[config.mk]
export PLATFORM = sky130hd
export DESIGN_NAME = retire_monitor
export DESIGN_NICKNAME = d
export VERILOG_FILES = /design/src/rtl/retire_monitor_pkg.sv /design/src/rtl/retire_popcount.sv /design/src/rtl/retire_monitor.sv
export SDC_FILE = /design/constraint.sdc
export NUM_CORES = 1
export LEC_CHECK = 0
export BUFFER_PORTS_ARGS = -buffer_cell sky130_fd_sc_hd__buf_2
export CORE_ASPECT_RATIO = 1.75
export CORE_MARGIN = 5
export CORE_UTILIZATION = 42
export CTS_CLUSTER_SIZE = 10
export DETAILED_ROUTE_END_ITERATION = 16
export GPL_TIMING_DRIVEN = 0
export HOLD_SLACK_MARGIN = 0.1
export MAX_ROUTING_LAYER = met4
export PLACE_DENSITY = 0.73
export SYNTH_ARGS = -nofsm -noshare
export SYNTH_HDL_FRONTEND = slang
export SYNTH_SLANG_ARGS = --single-unit
[constraint.sdc]
create_clock -name io_axiClk -period 4.02 [get_ports io_axiClk]
set_clock_uncertainty 0.15 [all_clocks]
set_input_delay 0.804 -clock io_axiClk [delete_from_list [all_inputs] [get_ports io_axiClk]]
set_output_delay 0.804 -clock io_axiClk [all_outputs]
set_load 0.03 [all_outputs]
[src/rtl/retire_monitor_pkg.sv]
// -----------------------------------------------------------------------------
// retire_monitor_pkg
// Shared types and helpers for the run-control / retirement monitor:
//   - state_e        : monitor FSM states
//   - STATUS_*       : 2-bit encoding reported on io_status
//   - sat_add()      : saturating add at a caller-chosen width (1..64 bits)
// -----------------------------------------------------------------------------
package retire_monitor_pkg;

  typedef enum logic [2:0] {
    ST_HOLD    = 3'd0,
    ST_RUN     = 3'd1,
    ST_PASS    = 3'd2,
    ST_TIMEOUT = 3'd3,
    ST_HANG    = 3'd4
  } state_e;

  localparam logic [1:0] STATUS_RUNNING = 2'd0;
  localparam logic [1:0] STATUS_PASS    = 2'd1;
  localparam logic [1:0] STATUS_TIMEOUT = 2'd2;
  localparam logic [1:0] STATUS_HANG    = 2'd3;

  // Adds a and b, clamping at the all-ones value of a 'width'-bit counter.
  // Operands are carried at 64 bits so one helper serves every counter width.
  function automatic logic [63:0] sat_add(input logic [63:0] a,
                                          input logic [63:0] b,
                                          input int unsigned width);
    logic [64:0] sum;
    logic [63:0] max_val;
    if (width >= 32'd64) begin
      max_val = {64{1'b1}};
    end else begin
      max_val = (64'd1 << width) - 64'd1;
    end
    sum = {1'b0, a} + {1'b0, b};
    if (sum > {1'b0, max_val}) begin
      sat_add = max_val;
    end else begin
      sat_add = sum[63:0];
    end
  endfunction

endpackage

[src/rtl/retire_popcount.sv]
// -----------------------------------------------------------------------------
// retire_popcount
// Combinational count of asserted retire strobes.
//   io_retire_valid [RETIRE_W]          : per-channel retire strobes
//   count           [$clog2(RETIRE_W+1)]: number of strobes set
// -----------------------------------------------------------------------------
module retire_popcount
  import retire_monitor_pkg::*;
#(
  parameter int RETIRE_W = 2
) (
  input  logic [RETIRE_W-1:0]              io_retire_valid,
  output logic [$clog2(RETIRE_W+1)-1:0]    count
);

  localparam int CW = $clog2(RETIRE_W + 1);

  // Sum of set bits across all channels
  always_comb begin
    count = '0;
    for (int i = 0; i < RETIRE_W; i++) begin
      count = count + CW'(io_retire_valid[i]);
    end
  end

endmodule

[src/rtl/retire_monitor.sv]
// -----------------------------------------------------------------------------
// retire_monitor
// Holds the core in reset after io_reset, then watches the retire ports:
// counts retired instructions and RUN cycles, tracks the last retired PC and
// ends the run with PASS (end PC retired), HANG (too long without retirement)
// or TIMEOUT (RUN cycle budget spent). Terminal states are sticky until reset.
// Ports:
//   io_axiClk, io_reset      : clock, synchronous active-high reset
//   io_retire_valid/_pc      : RETIRE_W retire channels, PC i at [i*PC_W +: PC_W]
//   io_end_pc                : PC whose retirement means PASS
//   io_coreReset             : reset to the core (high in HOLD and terminal states)
//   io_instrCnt, io_cycleCnt : saturating instruction / RUN-cycle counters
//   io_lastPc                : PC of the most recent retirement
//   io_status, io_done       : 0 RUNNING, 1 PASS, 2 TIMEOUT, 3 HANG; done = terminal
// -----------------------------------------------------------------------------
module retire_monitor
  import retire_monitor_pkg::*;
#(
  parameter int RETIRE_W   = 2,
  parameter int PC_W       = 64,
  parameter int CNT_W      = 32,
  parameter int RST_HOLD   = 25,
  parameter int TIMEOUT    = 27500,
  parameter int HANG_LIMIT = 1024
) (
  input  logic                     io_axiClk,
  input  logic                     io_reset,
  input  logic [RETIRE_W-1:0]      io_retire_valid,
  input  logic [RETIRE_W*PC_W-1:0] io_retire_pc,
  input  logic [PC_W-1:0]          io_end_pc,
  output logic                     io_coreReset,
  output logic [CNT_W-1:0]         io_instrCnt,
  output logic [CNT_W-1:0]         io_cycleCnt,
  output logic [PC_W-1:0]          io_lastPc,
  output logic [1:0]               io_status,
  output logic                     io_done
);

  localparam int POP_W  = $clog2(RETIRE_W + 1);
  localparam int HOLD_W = $clog2(RST_HOLD) + 1;
  localparam int HANG_W = $clog2(HANG_LIMIT) + 1;

  state_e             state_q, state_d;
  logic [HOLD_W-1:0]  hold_cnt_q, hold_cnt_d;
  logic [HANG_W-1:0]  hang_cnt_q, hang_cnt_d;
  logic [CNT_W-1:0]   instr_cnt_q, instr_cnt_d;
  logic [CNT_W-1:0]   cycle_cnt_q, cycle_cnt_d;
  logic [PC_W-1:0]    last_pc_q, last_pc_d;
  logic [1:0]         status_q, status_d;
  logic               done_q, done_d;
  logic               core_reset_q, core_reset_d;

  logic [POP_W-1:0]   pop_count;
  logic [PC_W-1:0]    top_pc;
  logic               any_valid, end_hit, hang_hit, timeout_hit;

  retire_popcount #(.RETIRE_W(RETIRE_W)) u_popcount (
    .io_retire_valid (io_retire_valid),
    .count           (pop_count)
  );

  // Per-cycle decode of the retire channels; the highest valid channel wins top_pc
  always_comb begin
    end_hit = 1'b0;
    top_pc  = last_pc_q;
    for (int i = 0; i < RETIRE_W; i++) begin
      if (io_retire_valid[i]) begin
        top_pc = io_retire_pc[i*PC_W +: PC_W];
        if (io_retire_pc[i*PC_W +: PC_W] == io_end_pc) begin
          end_hit = 1'b1;
        end else begin
          end_hit = end_hit;
        end
      end else begin
        top_pc = top_pc;
      end
    end
    any_valid   = |io_retire_valid;
    // Idle this cycle would make HANG_LIMIT consecutive idle cycles
    hang_hit    = !any_valid && (hang_cnt_q == HANG_W'(HANG_LIMIT - 1));
    // Pre-increment compare: this is the TIMEOUT-th RUN cycle
    timeout_hit = (cycle_cnt_q == CNT_W'(TIMEOUT - 1));
  end

  // FSM next state; PASS beats HANG beats TIMEOUT
  always_comb begin
    state_d = state_q;
    case (state_q)
      ST_HOLD: begin
        if (hold_cnt_q == HOLD_W'(RST_HOLD - 1)) begin
          state_d = ST_RUN;
        end else begin
          state_d = ST_HOLD;
        end
      end
      ST_RUN: begin
        if (end_hit) begin
          state_d = ST_PASS;
        end else if (hang_hit) begin
          state_d = ST_HANG;
        end else if (timeout_hit) begin
          state_d = ST_TIMEOUT;
        end else begin
          state_d = ST_RUN;
        end
      end
      ST_PASS, ST_TIMEOUT, ST_HANG: state_d = state_q;
      default: state_d = ST_HOLD;
    endcase
  end

  // Counter datapath: hold counter in HOLD, everything else only in RUN
  always_comb begin
    hold_cnt_d  = hold_cnt_q;
    hang_cnt_d  = hang_cnt_q;
    instr_cnt_d = instr_cnt_q;
    cycle_cnt_d = cycle_cnt_q;
    last_pc_d   = last_pc_q;
    if (state_q == ST_HOLD) begin
      hold_cnt_d = hold_cnt_q + HOLD_W'(1);
    end else if (state_q == ST_RUN) begin
      cycle_cnt_d = CNT_W'(sat_add(64'(cycle_cnt_q), 64'd1, CNT_W));
      instr_cnt_d = CNT_W'(sat_add(64'(instr_cnt_q), 64'(pop_count), CNT_W));
      last_pc_d   = top_pc;
      if (any_valid) begin
        hang_cnt_d = '0;
      end else begin
        hang_cnt_d = hang_cnt_q + HANG_W'(1);
      end
    end else begin
      hold_cnt_d = hold_cnt_q;
    end
  end

  // Outputs that follow the state being entered, so they register with it
  always_comb begin
    core_reset_d = 1'b1;
    status_d     = STATUS_RUNNING;
    done_d       = 1'b0;
    case (state_d)
      ST_HOLD:    core_reset_d = 1'b1;
      ST_RUN:     core_reset_d = 1'b0;
      ST_PASS:    begin status_d = STATUS_PASS;    done_d = 1'b1; end
      ST_TIMEOUT: begin status_d = STATUS_TIMEOUT; done_d = 1'b1; end
      ST_HANG:    begin status_d = STATUS_HANG;    done_d = 1'b1; end
      default:    core_reset_d = 1'b1;
    endcase
  end

  // FSM state register
  always_ff @(posedge io_axiClk) begin
    if (io_reset) begin
      state_q <= ST_HOLD;
    end else begin
      state_q <= state_d;
    end
  end

  // Counter and output registers
  always_ff @(posedge io_axiClk) begin
    if (io_reset) begin
      hold_cnt_q   <= '0;
      hang_cnt_q   <= '0;
      instr_cnt_q  <= '0;
      cycle_cnt_q  <= '0;
      last_pc_q    <= '0;
      status_q     <= STATUS_RUNNING;
      done_q       <= 1'b0;
      core_reset_q <= 1'b1;
    end else begin
      hold_cnt_q   <= hold_cnt_d;
      hang_cnt_q   <= hang_cnt_d;
      instr_cnt_q  <= instr_cnt_d;
      cycle_cnt_q  <= cycle_cnt_d;
      last_pc_q    <= last_pc_d;
      status_q     <= status_d;
      done_q       <= done_d;
      core_reset_q <= core_reset_d;
    end
  end

  assign io_coreReset = core_reset_q;
  assign io_instrCnt  = instr_cnt_q;
  assign io_cycleCnt  = cycle_cnt_q;
  assign io_lastPc    = last_pc_q;
  assign io_status    = status_q;
  assign io_done      = done_q;

endmodule

==> results of run 1 <==
routing by layer:
layer / share of wire [%] / track usage, % / wire length, um
met5: 0 / - / 0
met4: 7.1 / 20.2 / 2580
met3: 7.3 / 6.45 / 2640
met2: 51 / 55.9 / 18500
met1: 35 / 33.3 / 12600
power by group through the flow:
stage	clock, W	sequential [W]	combinational (W)
after floorplan	0	0.00154	0.000200
after global placement	0	0.00155	0.000467
after detailed placement	0	0.00155	0.000466
after CTS	0.00171	0.00151	0.000468
after global routing	0.00177	0.00151	0.000495
final	0.00169	0.00151	0.000476
Yosys cell counts, types with 9 or more instances:
| cell | instances |
|---|---|
| dfxtp_1 | 152 |
| nor2_1 | 108 |
| xnor2_1 | 82 |
| mux2i_1 | 70 |
| a211oi_1 | 68 |
| xor2_1 | 67 |
| a21oi_1 | 55 |
| nand4_1 | 46 |
| inv_1 | 43 |
| nand2_1 | 40 |
| clkbuf_1 | 34 |
| nand3_1 | 21 |
| nor4_1 | 21 |
| and3_1 | 13 |
| nor3_1 | 13 |
| nand2b_1 | 11 |
| o22ai_1 | 11 |
| and4_1 | 10 |
| buf_1 | 9 |
| nor2b_1 | 9 |
critical path, cell delays in order:
cell and delay (ns):
buf_2 0.19, fa_1 0.25, ha_1 0.18, and3_1 0.27
nand4_1 0.24, nor3_1 0.44, and4_1 0.33, nand2_2 0.18
clkbuf_1 0.29, a21oi_1 0.20
worst paths after layout:
kind	cells past startpoint	slack [ns]	end	from
max	10	0.86	io_instrCnt[20]	io_retire_valid[1]
min	2	0.33	hang_cnt_q[1]	hang_cnt_q[1]
max reg2reg	9	1.06	io_instrCnt[20]	io_instrCnt[0]
min reg2reg	2	0.33	hang_cnt_q[1]	hang_cnt_q[1]
final cells by class:
type | instances | area, sq um | share of cell area [%]
multi-input cells | 709 | 4860 | 44.9
flip-flops and latches | 152 | 3040 | 28.1
repair buffers | 326 | 1630 | 15.1
clock buffers | 19 | 443 | 4.09
well taps | 245 | 307 | 2.83
plain buffers | 49 | 191 | 1.77
clock inverters | 13 | 169 | 1.56
inverters | 45 | 169 | 1.56
diodes | 2 | 5.00 | 0.0462
placed cells by master (no fill, tap or decap), types with 10 or more instances in the layout:
| cell | instances |
|---|---|
| buf_2 | 332 |
| dfxtp_1 | 152 |
| nor2_1 | 108 |
| xnor2_1 | 82 |
| mux2i_1 | 70 |
| a211oi_1 | 68 |
| xor2_1 | 67 |
| a21oi_1 | 55 |
| nand4_1 | 46 |
| inv_1 | 43 |
| nand2_1 | 40 |
| clkbuf_1 | 35 |
| nand3_1 | 21 |
| nor4_1 | 21 |
| clkbuf_16 | 17 |
| and3_1 | 13 |
| nor3_1 | 13 |
| nand2b_1 | 11 |
| o22ai_1 | 11 |
| and4_1 | 10 |
flip-flops by register name, summed over array words and instances (netlist names):
name          flops
hang_cnt_q       11
hold_cnt_q        6
io_coreReset      1
io_cycleCnt      32
io_done           1
io_instrCnt      32
io_lastPc        64
io_status         2
state_q           3
per-stage QoR:
step / instance area [sq um] / util, % / power, W / std cells / worst slack (ns)
final: 10800 / 55.3 / 0.00367 / 1560 / 0.857
after global routing: 10800 / 55.3 / 0.00378 / 1559 / 0.688
after CTS: 10800 / 55.3 / 0.00369 / 1558 / 0.925
after detailed placement: 10200 / 52.2 / 0.00201 / 1526 / 0.483
after global placement: 10200 / 52.2 / 0.00201 / 1526 / 0.515
after floorplan: 8270 / - / 0.00174 / 955 / 1.15
cell families (layout without fill, tap and decap cells):
kind of cell	Yosys count	count (layout)	synth area share (%)
other cells	0	2	0
simple gates	310	310	19.2
compound gates	174	174	14.3
buf+inv	94	452	4.36
flops	152	152	36.8
xor+xnor	149	149	15.8
mux	70	70	8.47
fa+ha+maj	6	6	0.999
==> results by group, run 1 <==
Run status
  – Outcome: finished, final reports clean

Clocking
  – Post-CTS Setup Inserts: 0
  – Clock-pin slew on the worst setup and hold paths: 0.06 ns
  – CTS tree: built
  – Clock sinks: around 150
  – Clk_lat worst skew: 0.44 ns
  – Total CTS buffers: 17
  – Post-cts sizing count: 0
  – H-Tree Depth: 4
  – Worst-case clock buffer depth: 2
  – CTS root buffer: clkbuf_16
  – Cts hold-fix bufs: 0

Floorplanning
  – Initial core utilization: 42.3%
  – Die Wd: between 100 and 150 um
  – I/O Pins: 328
  – Die ar.: 22700 sq um
  – Die Ht: about 200 um
  – Core area: around 20000 sq um
  – FP Rows: 68

STA
  – # setup viols final: 0
  – Period utilization: 78.7%
  – Count of pins over their slew limit: 0
  – Total negative slack: 0 ns
  – Worst Max-Slew Pin Slew: between 0.9 and 1 ns
  – Highest Clock Rate: 0.316 GHz
  – RSZ-0062 raised after global routing: false
  – Hold Violations, Final: 0
  – Hold slack: ~0.33 ns
  – Min cycle time layout: ~3.2 ns
  – Max_slew headroom: a little over a third

Cells and area
  – Fill cell count: about 1900
  – # nets final: about 1500
  – Area delta synth->final: 30.9%
  – Share of layout cells above drive strength 1: about 28%

Synth
  – Synth Register Bits: about 150
  – Ys flop type: dfxtp_1
  – Area contributors post-synth: dfxtp_1 (37%), xnor2_1 (8.7%), mux2i_1 (8.5%)
  – Seq/Total Area, Yosys: about 37%
  – Mapped Cells: between 900 and 1000
  – Post-synth EDFFs: 0
  – Post-synth net total: around 1200
  – Top cell type's share of synthesized area: a little under two fifths
  – Syn Area/Cell: a little under 9 sq um
  – Synth area leader: dfxtp_1
  – FFs w/ async S/R, synth: 0%
  – Mapped cell area: roughly 8300 sq um
  – Yosys warns: 0
  – Library cells used by synthesis: 57

Route
  – Iter 0 DRT Violations: 750
  – Drt wl/cell: 23.3 um
  – Final WL: around 36000 um
  – Pre-Repair DR Iteration Count: 5
  – Number of vias per cell: approximately 5.6
  – DR vias: slightly below 9000
  – DRC viols: 0
  – Post-DRT Antenna Nets: 0

Min path
  – Worst hold path type: reg2reg

Global route
  – Initial antenna violation count: 1
  – GRT Overall Usage: 32.6%
  – Grt ovf: 0
  – First-pass GRT wire length: around 53000 um
  – Pin count of the biggest net entering global routing: 17
  – Vias in the first global route: between 9000 and 10000

Power and ir drop
  – Logic pwr share: 13.0%
  – Psw: approximately 0.00098 W
  – Clk pwr share: between 40% and 50%
  – Seq pwr share: approximately two fifths
  – Lkg Pwr: ~4.8 nW
  – VDD IR max: about 270 uV
  – Internal Power: approximately 0.0027 W
  – Sw Ratio: 26.6%
  – PD cells: between 300 and 400 nW/um^2

Placed design
  – DP Wirelength: 30900 um
  – Port Buffer Count: 326
  – Gp weighted congestion: between 1 and 1.5

Critical path
  – Crit. End Element: flop
  – Setup CP Type: in2reg
  – Worst endpoint required time: 4.23 ns
  – Critical path peak fanout: 10
  – Critical path launch point type: input pin
  – Arrival time worst endpoint: around 3.4 ns

Job
  – Max-Cap Viols: 0
(Power assumes the default switching activity.)
==> run 2: changes to the inputs <==
- clock period: 4.02 -> 3 ns (I/O delays scaled with it)
==> run 2 against run 1 <==
Sequential power grew 34%. Design area grew 0.23%. Worst hold slack is essentially flat. Worst setup slack lost 0.75 ns. Critical endpoint is now io_status[0]. Utilization grew 0.13 points. Global-route usage is the same. Combinational power grew 34%. Highest routed layer unchanged. Die area is the same. Count of clock-buffer cells in the layout is the same.
==> results by group, run 2 (synthesis results as in run 1) <==
Job
  – Max-Cap Viols: 0 (unchanged)

Floorplanning
  – Die Wd: 116 um (unchanged)
  – Die ar.: 22700 sq um (unchanged)
  – Die Ht: 196 um (unchanged)
  – Core area: 19600 sq um (unchanged)
  – FP Rows: 68 (unchanged)
  – I/O Pins: 328 (unchanged)
  – Initial core utilization: 42.3% (unchanged)

STA
  – Min cycle time layout: just under 3 ns
  – Final WS setup: 0.112 ns (-0.746 ns)
  – Hold Violations, Final: 0 (unchanged)
  – Highest Clock Rate: between 0.3 and 0.4 GHz
  – # setup viols final: 0 (unchanged)
  – Max_slew headroom: 36.9% (+1.5 points)
  – Worst Max-Slew Pin Slew: 0.946 ns (-0.0223 ns)
  – Count of pins over their slew limit: 0 (unchanged)
  – Period utilization: between 90 and 100%
  – RSZ-0062 raised after global routing: false

Route
  – Number of vias per cell: 5.57 (-0.32%)
  – Final WL: 36400 um (+0.17%)
  – Pre-Repair DR Iteration Count: 5 (unchanged)
  – DR vias: 8706 (-0.13%)
  – Drt wl/cell: 23.3 um (about the same)
  – Post-DRT Antenna Nets: 0 (unchanged)
  – DRC viols: 0 (unchanged)
  – Iter 0 DRT Violations: 662 (-12%)

Clocking
  – Clock-pin slew on the worst setup and hold paths: 0.06 ns (about the same)
  – CTS tree: built
  – Total CTS buffers: 17 (unchanged)
  – Worst-case clock buffer depth: 2 (unchanged)
  – Clk_lat worst skew: 0.44 ns (about the same)
  – Clock sinks: 152 (unchanged)
  – H-Tree Depth: 4 (unchanged)
  – CTS root buffer: clkbuf_16

Global route
  – First-pass GRT wire length: 53000 um (unchanged)
  – Initial antenna violation count: 1 (unchanged)
  – GRT Overall Usage: 32.6% (unchanged)
  – Grt ovf: 0 (unchanged)
  – Vias in the first global route: 9157 (unchanged)
  – Pin count of the biggest net entering global routing: 17 (unchanged)

Power and ir drop
  – VDD IR max: 359 uV (+34%)
  – Tot Pwr: 0.00493 W (+34%)
  – Lkg Pwr: 4.78 nW (+0.49%)
  – PD cells: 454 nW/um^2 (+34%)

Critical path
  – CP cell instances: buf_2, xnor2_1, nand4_1, nor4_1, nand4_1, o32ai_2, a211oi_1, o22a_1, nor3_2
  – Most common cell on crit path: nand4_1
  – Setup CP Type: in2reg
  – Arrival time worst endpoint: 3.09 ns (-0.28 ns)
  – Crit-path slowest cell: xnor2_1
  – Crit. End Element: flop
  – Critical path peak fanout: 3 (-7)
  – Worst endpoint required time: 3.20 ns (-1.03 ns)
  – Critical path launch point type: input pin
  – CP max stage delay: 0.51 ns (+0.07 ns)

Placed design
  – Port Buffer Count: 326 (unchanged)
  – DP Wirelength: 30900 um (unchanged)
  – Gp weighted congestion: 1.02 (unchanged)
  – Placement Setup Slack: -0.333 ns (-0.816 ns)

Cells and area
  – Fill cell count: 1873 (-0.32%)
  – Max reg flops: 64 (unchanged)
  – Most frequent cells in the layout: buf_2 (332), dfxtp_1 (152), nor2_1 (108)
  – Commonest non-fill, non-tap cell in the layout: buf_2
  – # nets final: 1503 (+0.067%)
  – Area delta synth->final: 31.2%
  – Share of layout cells above drive strength 1: 28.6% (+0.21 points)

Min path
  – Worst hold path type: reg2reg

Run status
  – Outcome: finished, final reports clean
[run 2: worst paths after layout]
kind | startpoint | to | slack, ns | cells after the start
setup / recovery | io_end_pc[46] | io_status[0] | 0.11 | 9
setup reg to reg | state_q[1] | io_cycleCnt[29] | 0.22 | 9
hold reg to reg | hang_cnt_q[1] | hang_cnt_q[1] | 0.33 | 2
hold / removal | hang_cnt_q[1] | hang_cnt_q[1] | 0.33 | 2
[run 2: metal layers]
layer | vias up | GRT usage (%) | part of all wire [%]
met5 | - | - | 0
met4 | 0 | 20.2 | 7.4
met3 | 101 | 6.45 | 7.3
met2 | 416 | 55.9 | 51
met1 | 4081 | 33.3 | 35
li1 | 4108 | - | -
[run 2: what timing repair did]
| item | in CTS | in global routing |
|---|---|---|
| endpoints found under the hold margin | 0 | 0 |
| setup buffers | 0 | 1 |
| hold buffers | 0 | 0 |
| setup endpoints to repair | 0 | 23 |
| resized for setup | 0 | 4 |
[run 2: final cells by class]
cell class              instances  area (sq um)  area share (%)
flip-flops and latches        152          3040            28.1
clock buffers                  19           443            4.08
inverters                      45           169            1.56
plain buffers                  49           193            1.78
diodes                          4          10.0          0.0923
repair buffers                327          1640            15.1
well taps                     245           307            2.83
multi-input cells             709          4880            44.9
clock inverters                13           169            1.56
[run 2: through the flow]
stage | utilization, % | cell area [sq um] | std cells | TNS [ns] | hold slack (ns)
6_report | 55.4 | 10800 | 1563 | 0 | 0.328
5_1_grt | 55.4 | 10800 | 1560 | 0 | 0.349
4_1_cts | 55.3 | 10800 | 1558 | 0 | 0.328
3_5_place_dp | 52.2 | 10200 | 1526 | -8.25 | 0.319
3_3_place_gp | 52.2 | 10200 | 1526 | -7.98 | 0.307
2_1_floorplan | - | 8270 | 955 | 0 | 0.299
[run 2: power breakdown]
group          leakage [nW]  internal (W)  switching (W)  total, W
Clock                 0.304       0.00134       0.000920   0.00226
Combinational          3.25      0.000253       0.000386  0.000639
Sequential             1.22       0.00202     0.00000415   0.00203
[run 2: critical path: cells and delay by family]
| kind | cells | cell delay, ns |
|---|---|---|
| compound gates | 3 | 0.64 |
| xor+xnor | 1 | 0.51 |
| buf+inv | 1 | 0.12 |
| simple gates | 4 | 1.22 |
==> run 3: changes to the inputs <==
- CORE_UTILIZATION: 42 -> 35
- PLACE_DENSITY: 0.73 -> 0.63
==> run 3 against run 2 <==
Final cell count is 3.8% higher. Power is 2.4% lower. Worst hold slack better by 0.0043 ns. First-iteration DRC count is 27% lower. Combinational power hardly changed. Non-clock buffer count is 1 lower. Maximum frequency is 1.5% higher. Critical path depth is 1 higher. Routed wire length is 4.2% higher. Count of clock-buffer cells in the layout is 2 lower. Register-to-register slack worse by 0.07 ns. Critical path type is now reg2reg.
==> results by group, run 3 (synthesis results as in run 1) <==
Run status
  – Outcome: finished, final reports clean

Floorplanning
  – I/O Pins: 328 (unchanged)
  – FP Rows: 74 (+8.8%)
  – Die Ht: 213 um (+9.1%)
  – Initial core utilization: 35.4% (-6.8 points)
  – Die Wd: 126 um (+8.7%)
  – Die ar.: 26900 sq um (+19%)
  – Core area: 23300 sq um (+19%)

Cells and area
  – # nets final: 1502 (-0.067%)
  – Area delta synth->final: 31.5%
  – Area of the multi-input gates: 4880 sq um (about the same)
  – Core Util, Final: 46.6% (-8.8 points)
  – Register area: 3040 sq um (unchanged)
  – Max reg flops: 64 (unchanged)
  – Most frequent cells in the layout: buf_2 (332), dfxtp_1 (152), nor2_1 (108)
  – Fill cell count: 2422 (+29%)
  – Commonest non-fill, non-tap cell in the layout: buf_2
  – Share of layout cells above drive strength 1: 28.6% (about the same)

Route
  – Number of vias per cell: 5.34 (-4.1%)
  – DRC viols: 0 (unchanged)
  – Final WL: 37900 um (+4.2%)
  – Drt wl/cell: 23.4 um (+0.43%)
  – DR vias: 8663 (-0.49%)
  – Pre-Repair DR Iteration Count: 5 (unchanged)
  – Post-DRT Antenna Nets: 0 (unchanged)
  – Iter 0 DRT Violations: 483 (-27%)

STA
  – Final WS setup: 0.154 ns (+0.0421 ns)
  – # setup viols final: 0 (unchanged)
  – Max_slew headroom: 34.5% (-2.4 points)
  – Period utilization: 94.9% (-1.4 points)
  – Worst Max-Slew Pin Slew: 0.983 ns (+0.0365 ns)
  – Min cycle time layout: 2.85 ns (-0.0421 ns)
  – RSZ-0062 raised after global routing: false
  – Count of pins over their slew limit: 0 (unchanged)
  – Highest Clock Rate: 0.351 GHz (+1.5%)
  – Hold Violations, Final: 0 (unchanged)

Global route
  – Grt ovf: 0 (unchanged)
  – Met2 Track Usage GR: 50.9% (-5.0 points)
  – Global-route layer with the greatest usage: met2
  – Pin count of the biggest net entering global routing: 17 (unchanged)
  – GRT Overall Usage: 28.3% (-4.2 points)
  – Global-route met1 utilization: 27.3% (-6.0 points)
  – Vias in the first global route: 9053 (-1.1%)
  – Initial antenna violation count: 2 (+1)
  – Met3 Track Usage GR: 6.11% (-0.34 points)
  – First-pass GRT wire length: 54300 um (+2.3%)

Job
  – Max-Cap Viols: 0 (unchanged)

Power and ir drop
  – Internal Power: 0.00343 W (-5.1%)
  – Sw Ratio: 28.6% (+2.0 points)
  – Seq pwr share: 42.1% (+1.0 points)
  – VDD IR max: 330 uV (-8.0%)
  – Logic pwr share: 13.3% (+0.3 points)
  – Clk pwr share: 44.6% (-1.3 points)
  – PD cells: 442 nW/um^2 (-2.6%)
  – Psw: 0.00138 W (+5.1%)
  – Lkg Pwr: 4.73 nW (-1.1%)

Placed design
  – Port Buffer Count: 326 (unchanged)
  – Gp weighted congestion: 0.979 (-3.8%)
  – DP Wirelength: 32400 um (+4.8%)
  – Placement Setup Slack: -0.437 ns (-0.104 ns)

Clocking
  – CTS tree: built
  – Worst-case clock buffer depth: 2 (unchanged)
  – Cts hold-fix bufs: 0 (unchanged)
  – CTS root buffer: clkbuf_16
  – Clock-pin slew on the worst setup and hold paths: 0.07 ns (about the same)
  – Clock sinks: 152 (unchanged)
  – H-Tree Depth: 4 (unchanged)
  – Total CTS buffers: 17 (unchanged)
  – Clk_lat worst skew: 0.45 ns (about the same)

Critical path
  – Arrival time worst endpoint: 3.01 ns (-0.08 ns)
  – Critical path launch point type: flop
  – Worst endpoint required time: 3.17 ns (-0.03 ns)
  – Critical path peak fanout: 4 (+1)
  – Setup CP Type: reg2reg
  – Crit. End Element: flop

Min path
  – Worst hold path type: reg2reg
==> run 3: cell types whose count changed in the layout (fill, tap and decap cells not counted), sizes merged <==
cell	delta
buf	-1
bufinv	-2
clkbuf	-2
clkinv	-2
clkinvlp	+4
diode	+1
inv	+2
==> run 3: per-stage QoR <==
step / setup TNS (ns) / cell area (sq um) / power, W / cells / hold WS [ns]
3_3_place_gp: -10.68 / 10300 / 0.00270 / 1585 / 0.307
6_report: 0 / 10900 / 0.00481 / 1622 / 0.332
5_1_grt: 0 / 10900 / 0.00497 / 1619 / 0.356
4_1_cts: 0 / 10900 / 0.00485 / 1617 / 0.328
2_1_floorplan: 0 / 8270 / 0.00234 / 955 / 0.299
3_5_place_dp: -10.84 / 10300 / 0.00270 / 1585 / 0.325
==> run 3: timing repair <==
item / CTS / global route
endpoints found under the setup margin: 0 / 24
setup buffers: 0 / 0
resized for setup: 0 / 2
==> run 3: path summary, 6_finish.rpt <==
| check | startpoint | to | slack [ns] | cells past startpoint |
|---|---|---|---|---|
| min | hang_cnt_q[1] | hang_cnt_q[1] | 0.33 | 2 |
| max | io_instrCnt[0] | io_instrCnt[30] | 0.15 | 10 |
| max reg2reg | io_instrCnt[0] | io_instrCnt[30] | 0.15 | 10 |
| min reg2reg | hang_cnt_q[1] | hang_cnt_q[1] | 0.33 | 2 |
==> run 3: area by class of cell <==
class,count,area share [%]
Sequential cell,152,28.0
Timing Repair Buffer,326,15.0
Antenna cell,5,0.115
Inverter,45,1.55
Buffer,49,1.76
Tap cell,304,3.50
Clock inverter,15,1.33
Multi-Input combinational cell,709,44.8
Clock buffer,17,3.91
==> run 3: power groups by stage <==
| stage | combinational [W] | clock, W | sequential [W] |
|---|---|---|---|
| 6_report | 0.000642 | 0.00214 | 0.00202 |
| 3_3_place_gp | 0.000634 | 0 | 0.00207 |
| 5_1_grt | 0.000673 | 0.00227 | 0.00202 |
| 4_1_cts | 0.000634 | 0.00219 | 0.00202 |
| 3_5_place_dp | 0.000632 | 0 | 0.00207 |
| 2_1_floorplan | 0.000268 | 0 | 0.00207 |
==> run 3: metal layers <==
metal | routed length (um) | part of all wire, %
met1 | 12800 | 34
met2 | 19900 | 52
met3 | 2520 | 6.6
met4 | 2730 | 7.2
met5 | 0 | 0
==> run 3: critical path: stages (launching register included) <==
cell and delay (ns):
dfxtp_1 0.38, fa_1 0.23, ha_1 0.18, and3_1 0.26
nand4_1 0.25, nor3_2 0.34, and4_1 0.32, nand3_1 0.17
nor2_1 0.18, mux2i_1 0.22, nor2_1 0.05
